`config.mk`:
```
export PLATFORM = sky130hd
export DESIGN_NAME = inst_fetch_flat
export DESIGN_NICKNAME = d
export VERILOG_FILES = /design/src/rtl/inst_fetch_pkg.sv /design/src/rtl/inst_fetch_if.sv /design/src/rtl/fetch_queue.sv /design/src/rtl/inst_fetch.sv /design/src/flat_wrapper.sv
export SDC_FILE = /design/constraint.sdc
export NUM_CORES = 1
export LEC_CHECK = 0
export BUFFER_PORTS_ARGS = -buffer_cell sky130_fd_sc_hd__buf_2
export CAP_MARGIN = 10
export CORE_MARGIN = 2
export CORE_UTILIZATION = 35
export DETAILED_ROUTE_END_ITERATION = 7
export GPL_TIMING_DRIVEN = 0
export PLACE_DENSITY = 0.54
export SYNTH_ARGS = -nofsm -noshare
export SYNTH_HDL_FRONTEND = slang
export SYNTH_SLANG_ARGS = --single-unit
```
`constraint.sdc`:
```
create_clock -name clk -period 8.8 [get_ports clk]
set_input_delay 0.88 -clock clk [delete_from_list [all_inputs] [get_ports clk]]
set_output_delay 0.88 -clock clk [all_outputs]
set_load 0.01 [all_outputs]
```
`src/rtl/inst_fetch_pkg.sv`:
```
// rtl/inst_fetch_pkg.sv - shared types and constants for the instruction fetch stage
package inst_fetch_pkg;

    localparam logic [31:0] RESET_PC_DEFAULT = 32'h0000_0000;
    localparam logic [31:0] NOP              = 32'h0000_0000;

    typedef enum logic {
        S_REQ  = 1'b0,
        S_WAIT = 1'b1
    } fetch_state_e;

    typedef struct packed {
        logic [31:0] pc;
        logic [31:0] inst;
    } fetch_entry_t;

    function automatic logic [31:0] word_align(input logic [31:0] addr);
        return addr & 32'hFFFF_FFFC;
    endfunction

endpackage

```
`src/rtl/inst_fetch_if.sv`:
```
// rtl/inst_fetch_if.sv - instruction memory and decoder-side signals of the fetch stage
interface inst_fetch_if;

    logic        imem_req;
    logic [31:0] imem_addr;
    logic        imem_ready;
    logic        imem_rvalid;
    logic [31:0] imem_rdata;

    logic        inst_valid;
    logic        inst_ready;
    logic [31:0] inst;
    logic [31:0] inst_pc;
    logic [31:0] link_pc;
    logic [5:0]  op_o;
    logic [5:0]  funct_o;

    modport master (
        output imem_req, imem_addr,
        input  imem_ready, imem_rvalid, imem_rdata,
        output inst_valid, inst, inst_pc, link_pc, op_o, funct_o,
        input  inst_ready
    );

    modport slave (
        input  imem_req, imem_addr,
        output imem_ready, imem_rvalid, imem_rdata,
        input  inst_valid, inst, inst_pc, link_pc, op_o, funct_o,
        output inst_ready
    );

endinterface

```
`src/rtl/fetch_queue.sv`:
```
// rtl/fetch_queue.sv - registered FIFO of fetched {pc, inst} pairs; flush beats push and pop
module fetch_queue
    import inst_fetch_pkg::*;
#(
    parameter int  DEPTH = 2,
    localparam int PW    = $clog2(DEPTH),
    localparam int CW    = $clog2(DEPTH + 1)
) (
    input  logic          clk,
    input  logic          rst_n,
    input  logic          push,
    input  fetch_entry_t  push_data,
    input  logic          pop,
    input  logic          flush,
    output fetch_entry_t  head,
    output logic [CW-1:0] count,
    output logic          full,
    output logic          empty
);

    logic [PW-1:0] rd_ptr_q, rd_ptr_d;
    logic [PW-1:0] wr_ptr_q, wr_ptr_d;
    logic [CW-1:0] count_q, count_d;
    fetch_entry_t  mem_q [DEPTH];
    fetch_entry_t  mem_d [DEPTH];
    logic          do_push;
    logic          do_pop;

    assign full    = (count_q == CW'(DEPTH));
    assign empty   = (count_q == '0);
    assign count   = count_q;
    assign do_push = push && !flush && !full;
    assign do_pop  = pop && !flush && !empty;

    // Empty head reads as a NOP at PC 0 so the decoder never sees stale storage.
    assign head = empty ? '{pc: 32'h0, inst: NOP} : mem_q[rd_ptr_q];

    always_comb begin
        rd_ptr_d = rd_ptr_q;
        wr_ptr_d = wr_ptr_q;
        count_d  = count_q;
        if (flush) begin
            rd_ptr_d = '0;
            wr_ptr_d = '0;
            count_d  = '0;
        end else begin
            if (do_push) wr_ptr_d = wr_ptr_q + PW'(1);
            if (do_pop)  rd_ptr_d = rd_ptr_q + PW'(1);
            count_d = count_q + CW'(do_push) - CW'(do_pop);
        end
    end

    always_comb begin
        mem_d = mem_q;
        if (do_push) mem_d[wr_ptr_q] = push_data;
    end

    always_ff @(posedge clk or negedge rst_n) begin
        if (!rst_n) begin
            rd_ptr_q <= '0;
            wr_ptr_q <= '0;
            count_q  <= '0;
        end else begin
            rd_ptr_q <= rd_ptr_d;
            wr_ptr_q <= wr_ptr_d;
            count_q  <= count_d;
        end
    end

    always_ff @(posedge clk) begin
        mem_q <= mem_d;
    end

endmodule

```
`src/rtl/inst_fetch.sv`:
```
// rtl/inst_fetch.sv - fetch PC, one-outstanding imem request FSM, redirect handling, decode field split
module inst_fetch
    import inst_fetch_pkg::*;
#(
    parameter logic [31:0] RESET_PC = RESET_PC_DEFAULT,
    parameter int          QDEPTH   = 2,
    localparam int         CW       = $clog2(QDEPTH + 1)
) (
    input  logic        clk,
    input  logic        rst_n,
    inst_fetch_if.master bus,
    input  logic        redirect_valid,
    input  logic [31:0] redirect_pc
);

    fetch_state_e  state_q, state_d;
    logic [31:0]   fetch_pc_q, fetch_pc_d;
    logic          discard_q, discard_d;

    logic          q_push;
    logic          q_pop;
    logic          q_full;
    logic          q_empty;
    logic [CW-1:0] q_count;
    fetch_entry_t  q_head;
    fetch_entry_t  q_wdata;
    logic          handshake;

    // Gating with rst_n keeps the request low for the whole reset pulse, not just after an edge.
    assign bus.imem_req  = rst_n && (state_q == S_REQ) && (q_count < CW'(QDEPTH)) && !redirect_valid;
    assign bus.imem_addr = fetch_pc_q;
    assign handshake     = bus.imem_req && bus.imem_ready;

    assign q_wdata = '{pc: fetch_pc_q, inst: bus.imem_rdata};
    assign q_pop   = bus.inst_valid && bus.inst_ready;

    always_comb begin
        state_d    = state_q;
        fetch_pc_d = fetch_pc_q;
        discard_d  = discard_q;
        q_push     = 1'b0;
        case (state_q)
            S_REQ: begin
                if (handshake) state_d = S_WAIT;
            end
            S_WAIT: begin
                if (bus.imem_rvalid) begin
                    state_d   = S_REQ;
                    discard_d = 1'b0;
                    if (!discard_q && !redirect_valid && !q_full) begin
                        q_push     = 1'b1;
                        fetch_pc_d = fetch_pc_q + 32'd4;
                    end
                end
            end
            default: state_d = S_REQ;
        endcase
        // A redirect overrides the PC and poisons whatever response is still owed to us.
        if (redirect_valid) begin
            fetch_pc_d = word_align(redirect_pc);
            if ((state_q == S_REQ && handshake) || (state_q == S_WAIT && !bus.imem_rvalid)) begin
                discard_d = 1'b1;
            end
        end
    end

    always_ff @(posedge clk or negedge rst_n) begin
        if (!rst_n) begin
            state_q    <= S_REQ;
            fetch_pc_q <= RESET_PC;
            discard_q  <= 1'b0;
        end else begin
            state_q    <= state_d;
            fetch_pc_q <= fetch_pc_d;
            discard_q  <= discard_d;
        end
    end

    fetch_queue #(
        .DEPTH (QDEPTH)
    ) u_queue (
        .clk       (clk),
        .rst_n     (rst_n),
        .push      (q_push),
        .push_data (q_wdata),
        .pop       (q_pop),
        .flush     (redirect_valid),
        .head      (q_head),
        .count     (q_count),
        .full      (q_full),
        .empty     (q_empty)
    );

    assign bus.inst_valid = !q_empty;
    assign bus.inst       = q_head.inst;
    assign bus.inst_pc    = q_head.pc;
    assign bus.link_pc    = q_head.pc + 32'd4;
    assign bus.op_o       = q_head.inst[31:26];
    assign bus.funct_o    = q_head.inst[5:0];

endmodule

```
`src/flat_wrapper.sv`:
```
// flat-port wrapper written by rule: the top's interface ports become plain ports
module inst_fetch_flat import inst_fetch_pkg::*;
#(
    parameter logic [31:0] RESET_PC = RESET_PC_DEFAULT,
    parameter int          QDEPTH   = 2,
    localparam int         CW       = $clog2(QDEPTH + 1)
)
  (clk, rst_n, redirect_valid, redirect_pc, bus_imem_req, bus_imem_addr, bus_imem_ready, bus_imem_rvalid, bus_imem_rdata, bus_inst_valid, bus_inst, bus_inst_pc, bus_link_pc, bus_op_o, bus_funct_o, bus_inst_ready);
  inst_fetch_if bus_i ();
  input  logic clk;
  input  logic rst_n;
  input  logic redirect_valid;
  input  logic [31:0] redirect_pc;
  output wire logic [$bits(bus_i.imem_req)-1:0] bus_imem_req;
  output wire logic [$bits(bus_i.imem_addr)-1:0] bus_imem_addr;
  input wire logic [$bits(bus_i.imem_ready)-1:0] bus_imem_ready;
  input wire logic [$bits(bus_i.imem_rvalid)-1:0] bus_imem_rvalid;
  input wire logic [$bits(bus_i.imem_rdata)-1:0] bus_imem_rdata;
  output wire logic [$bits(bus_i.inst_valid)-1:0] bus_inst_valid;
  output wire logic [$bits(bus_i.inst)-1:0] bus_inst;
  output wire logic [$bits(bus_i.inst_pc)-1:0] bus_inst_pc;
  output wire logic [$bits(bus_i.link_pc)-1:0] bus_link_pc;
  output wire logic [$bits(bus_i.op_o)-1:0] bus_op_o;
  output wire logic [$bits(bus_i.funct_o)-1:0] bus_funct_o;
  input wire logic [$bits(bus_i.inst_ready)-1:0] bus_inst_ready;
  assign bus_imem_req = bus_i.imem_req;
  assign bus_imem_addr = bus_i.imem_addr;
  assign bus_i.imem_ready = bus_imem_ready;
  assign bus_i.imem_rvalid = bus_imem_rvalid;
  assign bus_i.imem_rdata = bus_imem_rdata;
  assign bus_inst_valid = bus_i.inst_valid;
  assign bus_inst = bus_i.inst;
  assign bus_inst_pc = bus_i.inst_pc;
  assign bus_link_pc = bus_i.link_pc;
  assign bus_op_o = bus_i.op_o;
  assign bus_funct_o = bus_i.funct_o;
  assign bus_i.inst_ready = bus_inst_ready;
  inst_fetch #(.RESET_PC(RESET_PC), .QDEPTH(QDEPTH)) u_core (.clk(clk), .rst_n(rst_n), .bus(bus_i), .redirect_valid(redirect_valid), .redirect_pc(redirect_pc));
endmodule
```
==> results by group, run 1 <==
Status
  – Status: complete, no violations

CTS
  – CTS Buffer Depth: 2
  – Clk sinks: 160
  – CTS Buf Count: 17
  – Root Driver: clkbuf_16
  – Post-CTS sizing: 0
  – Clk_lat worst skew: 0.42 ns
  – Post-CTS Setup Inserts: 0
  – Reg clk slew, reported paths: 0.07 ns
  – H-tree levels: 4
  – CTS tree: done
  – Post-CTS Hold Buffers: 0

GRT
  – Remaining Overflow, GRT: 0
  – First-pass GRT wire length: 31.7 mm
  – GRT Total Usage: 0.175
  – Vias in the first global route: 5,420
  – Initial antenna violation count: 0
  – Largest net degree at the start of global routing: 63

Routing
  – First DRT Iteration DRCs: 338
  – DR pass1 iterations: 4
  – Vias: 5,604
  – Via density: 4.89
  – Final wirelength: 20.6 mm
  – DRC viols: 0
  – Routed len/inst: 18.0 um
  – ANT nets after route: 0

Worst setup path
  – Crit path max fanout: 10
  – Critical path required time: 7.92 ns
  – Arr. time, crit path: 4.27 ns
  – Critical path capture point type: primary output
  – Crit path kind: reg -> out
  – Crit start category: register

Place
  – Half-perimeter wire length after detailed placement: 15.3 mm
  – Gpl congestion: 0.847
  – Port Buffers: 202
  – Pre-CTS setup slack: 4.01 ns

Floorplanning
  – Initial core utilization: 0.357
  – Num ports: 212
  – Die footprint: 23,600 um^2
  – Row count: 54
  – Chip width: 153 um
  – Core Region: 21,900 um^2
  – Chip height: 153 um

Pwr
  – Sw Share: 0.273
  – Pwr/cell area: 183 nW/um^2
  – Combinational Power Share: 0.114
  – Lkg Pwr: 4.00 nW
  – Total power: 0.00180 W
  – Switching power: 0.000492 W
  – Max VDD drop: 124 uV
  – Sequential share of power: 0.487
  – Clock share of power: 0.400
  – Internal cell power: 0.00131 W

Finish
  – Synthesis-to-finish area growth: 25.9%
  – Proportion of layout cells with a drive suffix above 1: 0.358
  – Commonest non-fill, non-tap cells in the layout: buf_2, edfxtp_1, nor2_1, mux2i_1, nand2_1
  – Final #Nets: 926
  – Fill cell count: 2,113
  – Commonest non-fill, non-tap cell in the layout: buf_2
  – Ant. Diodes: 0

Synthesis
  – Synth Register Bits: 160
  – Post-synth EDFFs: 124
  – Main synth FF type: edfxtp_1
  – Post-synthesis cell type count: 52
  – Synth Warn #: 0
  – Sequential cell area fraction in the yosys report: 0.591
  – Mean post-synth cell area: 12.5 um^2
  – Post-synthesis cell area: 7820 um^2
  – Async set-reset flop share out of synthesis: 0.225
  – Mapped Cells: 624

Timing
  – Final period utilization: 0.585
  – Max-slew violations: 0
  – Setup ws final: 3.65 ns
  – Slew headroom: 0.167
  – Worst Clk Skew: 0.0113 ns
  – Hold_ws: 0.528 ns
  – RSZ-0062 raised after global routing: false
  – Final TNS setup: 0 ns
  – Endpoints failing setup: 0
  – Worst Max-Slew Pin Slew: 1.24 ns
  – Hold Violations, Final: 0
  – Max Fclk: 0.194 GHz
  – Crit path time final: 5.15 ns

Run
  – Total of max-cap violations: 0

Min path
  – HP Class: reg -> reg
==> flip-flops by register name (all words and copies together), names as in the netlist <==
register                 flops
u_core.bus.imem_addr        30
u_core.discard_q             1
u_core.state_q               1
u_core.u_queue.count         2
u_core.u_queue.mem_q       124
u_core.u_queue.rd_ptr_q      1
u_core.u_queue.wr_ptr_q      1
==> worst max-delay path, stage by stage, from the launching register on <==
cell	delay (ns)
dfrtp_1	0.45
nor2_2	0.14
buf_4	0.22
buf_2	0.23
buf_2	0.23
buf_1	0.32
nor2_1	0.27
ha_1	0.24
nor3b_1	0.60
nand4_2	0.23
buf_6	0.22
nor4_2	0.36
xor2_1	0.18
buf_2	0.15
==> final cells by class <==
class	count	area [um^2]	share of cell area
Inverter	15	56.3	0.00572
Multi-Input combinational cell	408	2840	0.288
Tap cell	280	350	0.0356
Clock buffer	17	425	0.0432
Clock inverter	15	160	0.0163
Sequential cell	160	4620	0.470
Timing Repair Buffer	204	1060	0.108
Buffer	46	328	0.0333
==> cells by family after synthesis <==
| logic type | Yosys count | synth area share |
|---|---|---|
| AOI/OAI and AO/OA | 45 | 0.0406 |
| xor gates and xnor gates | 52 | 0.0582 |
| adders and majority gates | 4 | 0.00640 |
| buffers and inverters | 61 | 0.0491 |
| DFF | 160 | 0.591 |
| muxes | 67 | 0.0866 |
| other | 1 | 0.000480 |
| and+or+nand+nor | 234 | 0.167 |
==> synthesized netlist by cell type (6+ instances only) <==
cell / count / area (um^2)
buf_4: 20 / 150
nor4_2: 9 / 113
nand3_1: 17 / 85.1
mux2i_1: 62 / 621
nand4_1: 24 / 150
buf_2: 8 / 40.0
nand2_1: 47 / 176
inv_1: 15 / 56.3
dfrtp_1: 36 / 901
nor3_1: 13 / 65.1
o21ai_0: 21 / 105
nor2b_1: 6 / 37.5
xnor2_1: 19 / 166
xor2_1: 33 / 289
clkbuf_1: 7 / 26.3
edfxtp_1: 124 / 3720
nor2_1: 78 / 293
nand3b_1: 6 / 45.0
==> per-stage QoR <==
step / cell area (um^2) / utilization / cells
final: 9840 / 0.450 / 1145
after global routing: 9840 / 0.450 / 1145
after global placement: 9200 / 0.420 / 1111
after detailed placement: 9260 / 0.423 / 1113
after floorplan: 7840 / - / 629
after CTS: 9840 / 0.450 / 1145
==> power groups by stage <==
stage / Sequential [W] / Clock, W / Combinational, W
3_3_place_gp: 0.000892 / 0 / 0.000204
4_1_cts: 0.000875 / 0.000734 / 0.000207
3_5_place_dp: 0.000891 / 0 / 0.000206
6_report: 0.000876 / 0.000719 / 0.000205
5_1_grt: 0.000880 / 0.000771 / 0.000224
2_1_floorplan: 0.000886 / 0 / 0.000112
==> final timing paths <==
kind                                                   start                              endpoint  slack, ns  cells after the start
min reg2reg                         u_core.state_q$_DFF_PN0_            u_core.discard_q$_DFF_PN0_       0.53                      1
max in group asynchronous                              rst_n     u_core.u_queue.count[1]$_DFF_PN0_       7.69                      1
max                        u_core.u_queue.count[1]$_DFF_PN0_                       bus_link_pc[16]       3.65                     13
max reg2reg                u_core.u_queue.count[1]$_DFF_PN0_    u_core.u_queue.mem_q[86]$_DFFE_PP_       5.64                      6
min in group asynchronous                              rst_n  u_core.bus.imem_addr[27]$_DFFE_PN0P_       0.57                      1
min                                 u_core.state_q$_DFF_PN0_            u_core.discard_q$_DFF_PN0_       0.53                      1
==> per-layer routing <==
layer	wire (um)	vias to the layer above	track usage
li1	-	2712	-
met1	9990	2678	0.251
met2	9310	197	0.270
met3	1070	17	0.0374
met4	242	0	0.0485
met5	0	-	0
No activity file was read; power rests on OpenSTA's default activity.
==> run 2, diff against run 1 <==
- ABC_AREA: not set -> 1
- PLACE_DENSITY: 0.54 -> 0.56
- clock period: 8.8 -> 4.5 ns (I/O delays scaled with it)
==> results by group, run 2 <==
Synthesis
  – Post-Synth XOR/XNOR Area: 0.0275
  – Most frequent cells after synthesis: nand2_1, edfxtp_1, inv_1
  – Synth Register Bits: 160
  – Compound-gate portion of the synthesized area: 0.0485
  – Multiplexer area fraction after synthesis: 0
  – Share of Yosys cell area claimed by the top area cell type: 0.450
  – Async set-reset flop share out of synthesis: 0.225
  – Main synth FF type: edfxtp_1
  – Sequential cell area fraction in the yosys report: 0.558
  – Mean post-synth cell area: 8.75 um^2
  – Synth Area in Adders: 0.00604
  – Synth Area in Simple Gates: 0.277
  – Post-synthesis cell type count: 35
  – Largest family of logic cells by synthesized area: simple AND/OR/NAND/NOR gates
  – Mapped Cells: 947
  – Count leader, synth: nand2_1
  – Synth Warn #: 0
  – Synth area leaders: edfxtp_1, nand2_1, dfrtp_1
  – Post-synth EDFFs: 124
  – Post-synthesis cell area: 8280 um^2
  – Post-synth top area cell: edfxtp_1

Pwr
  – Combinational Power Share: 0.139
  – Clock share of power: 0.394
  – Switching power: 0.00103 W
  – Sw Share: 0.277
  – Total power: 0.00371 W
  – Internal cell power: 0.00268 W
  – Pwr/cell area: 357 nW/um^2
  – Lkg Pwr: 4.85 nW
  – Max VDD drop: 189 uV
  – Sequential share of power: 0.466

Finish
  – Final #Nets: 1,252
  – Util after Layout: 0.446
  – Commonest non-fill, non-tap cell in the layout: nand2_1
  – Max FFs per register: 124
  – Synthesis-to-finish area growth: 25.7%
  – Largest Register: u_core.u_queue.mem_q
  – Proportion of layout cells with a drive suffix above 1: 0.261
  – Commonest non-fill, non-tap cells in the layout: nand2_1, buf_2, edfxtp_1, inv_1, nand3_1

Timing
  – Setup ws final: 1.13 ns
  – Final period utilization: 0.749
  – Hold_ws: 0.145 ns
  – Worst Max-Slew Pin Slew: 0.891 ns
  – Max Fclk: 0.297 GHz
  – Endpoints failing setup: 0
  – Worst Clk Skew: 0.0130 ns
  – RSZ-0062 raised after global routing: false
  – Crit path time final: 3.37 ns
  – Max-slew violations: 0
  – Hold Violations, Final: 0
  – Slew headroom: 0.406
  – Final TNS setup: 0 ns

Routing
  – Routed len/inst: 15.0 um
  – Via density: 4.59
  – Vias: 6,938
  – DRC viols: 0
  – Final wirelength: 22.6 mm
  – First DRT Iteration DRCs: 482
  – DR pass1 iterations: 4
  – ANT nets after route: 0

Worst setup path
  – Arr. time, crit path: 2.92 ns
  – Critical path capture point type: primary output
  – Critical path required time: 4.05 ns
  – Crit start category: register
  – R2r worst-path depth: 8
  – Crit path kind: reg -> out
  – Crit path max fanout: 10

CTS
  – CTS Buf Count: 17
  – CTS tree: done
  – Clk_lat worst skew: 0.42 ns
  – H-tree levels: 4
  – Post-CTS Setup Inserts: 0
  – Reg clk slew, reported paths: 0.07 ns
  – Post-CTS Hold Buffers: 0
  – Root Driver: clkbuf_16
  – Post-CTS sizing: 0
  – Clk sinks: 160
  – CTS Buffer Depth: 2

Floorplanning
  – Initial core utilization: 0.355
  – Core Region: 23,300 um^2
  – Die footprint: 24,900 um^2
  – Chip height: 158 um
  – Row count: 56
  – Chip width: 158 um
  – Num ports: 212

Place
  – Port Buffers: 203
  – Pre-CTS setup slack: 1.54 ns
  – Half-perimeter wire length after detailed placement: 17.1 mm
  – Gpl congestion: 0.852

Status
  – Status: complete, no violations

GRT
  – Vias in the first global route: 6,327
  – Largest net degree at the start of global routing: 38
  – First-pass GRT wire length: 34.4 mm
  – GRT Total Usage: 0.181
  – Remaining Overflow, GRT: 0
  – Initial antenna violation count: 1

Min path
  – HP Class: in -> async

Run
  – Total of max-cap violations: 0
[run 2: cell types whose count changed after synthesis, sizes merged, moves of 7 or more]
cell,delta
xnor2,-16
o211ai,+7
a211oi,-7
xor2,-10
nor4,-14
inv,+80
a21oi,+33
nand2,+307
nand4,-23
nand3,+63
mux2i,-62
[run 2: routing by layer]
metal	vias up	GRT usage	wire, um
li1	3505	-	-
met1	3209	0.247	10200
met2	195	0.302	10800
met3	29	0.0222	1080
met4	0	0.0580	517
met5	-	0	0
[run 2: worst max-delay path, cell delays in order (launching register included)]
cell,delay [ns]
dfrtp_1,0.48
nor2_4,0.14
inv_4,0.10
buf_12,0.14
buf_6,0.14
buf_2,0.27
nand2_1,0.09
inv_1,0.08
ha_1,0.18
nand3_2,0.10
nor2_4,0.15
nand2_1,0.17
nor2_2,0.17
nand2_1,0.07
nand2_1,0.06
nand2_1,0.04
buf_2,0.13
[run 2: final timing paths]
path                                              startpoint                              endpoint  slack, ns
max in group asynchronous                              rst_n   u_core.u_queue.rd_ptr_q$_DFFE_PN0P_       3.78
min reg2reg                       u_core.discard_q$_DFF_PN0_            u_core.discard_q$_DFF_PN0_       0.49
max                        u_core.u_queue.count[1]$_DFF_PN0_                       bus_link_pc[22]       1.13
min in group clk                          bus_imem_rdata[30]    u_core.u_queue.mem_q[30]$_DFFE_PP_       0.22
min                                                    rst_n  u_core.bus.imem_addr[22]$_DFFE_PN0P_       0.14
max reg2reg                u_core.u_queue.count[1]$_DFF_PN0_     u_core.u_queue.count[1]$_DFF_PN0_       2.24
[run 2: power by group through the flow]
| stage | clock network [W] | registers [W] | logic (W) |
|---|---|---|---|
| after global routing | 0.00154 | 0.00174 | 0.000579 |
| after detailed placement | 0 | 0.00176 | 0.000522 |
| after CTS | 0.00148 | 0.00173 | 0.000524 |
| after global placement | 0 | 0.00176 | 0.000514 |
| final | 0.00146 | 0.00173 | 0.000517 |
| after floorplan | 0 | 0.00175 | 0.000295 |
[run 2: metrics by stage]
| stage | cells | instance area [um^2] |
|---|---|---|
| after floorplan | 952 | 8300 |
| after global placement | 1474 | 9720 |
| after detailed placement | 1478 | 9810 |
| after CTS | 1509 | 10400 |
| after global routing | 1510 | 10400 |
| final | 1510 | 10400 |
[run 2: logic make-up after synthesis]
logic type,after synthesis
simple gates,543
fa+ha+maj,4
flops,160
xor+xnor,26
buf+inv,143
compound gates,70
other cells,1
[run 2: cell type report]
type / count / area, um^2
multi-input cells: 649 / 3010
diodes: 1 / 2.50
inverters: 95 / 359
repair buffers: 207 / 1100
fillers: 2329 / 12900
flip-flops and latches: 160 / 4620
clock buffers: 17 / 425
clock inverters: 14 / 173
plain buffers: 48 / 322
well taps: 319 / 399
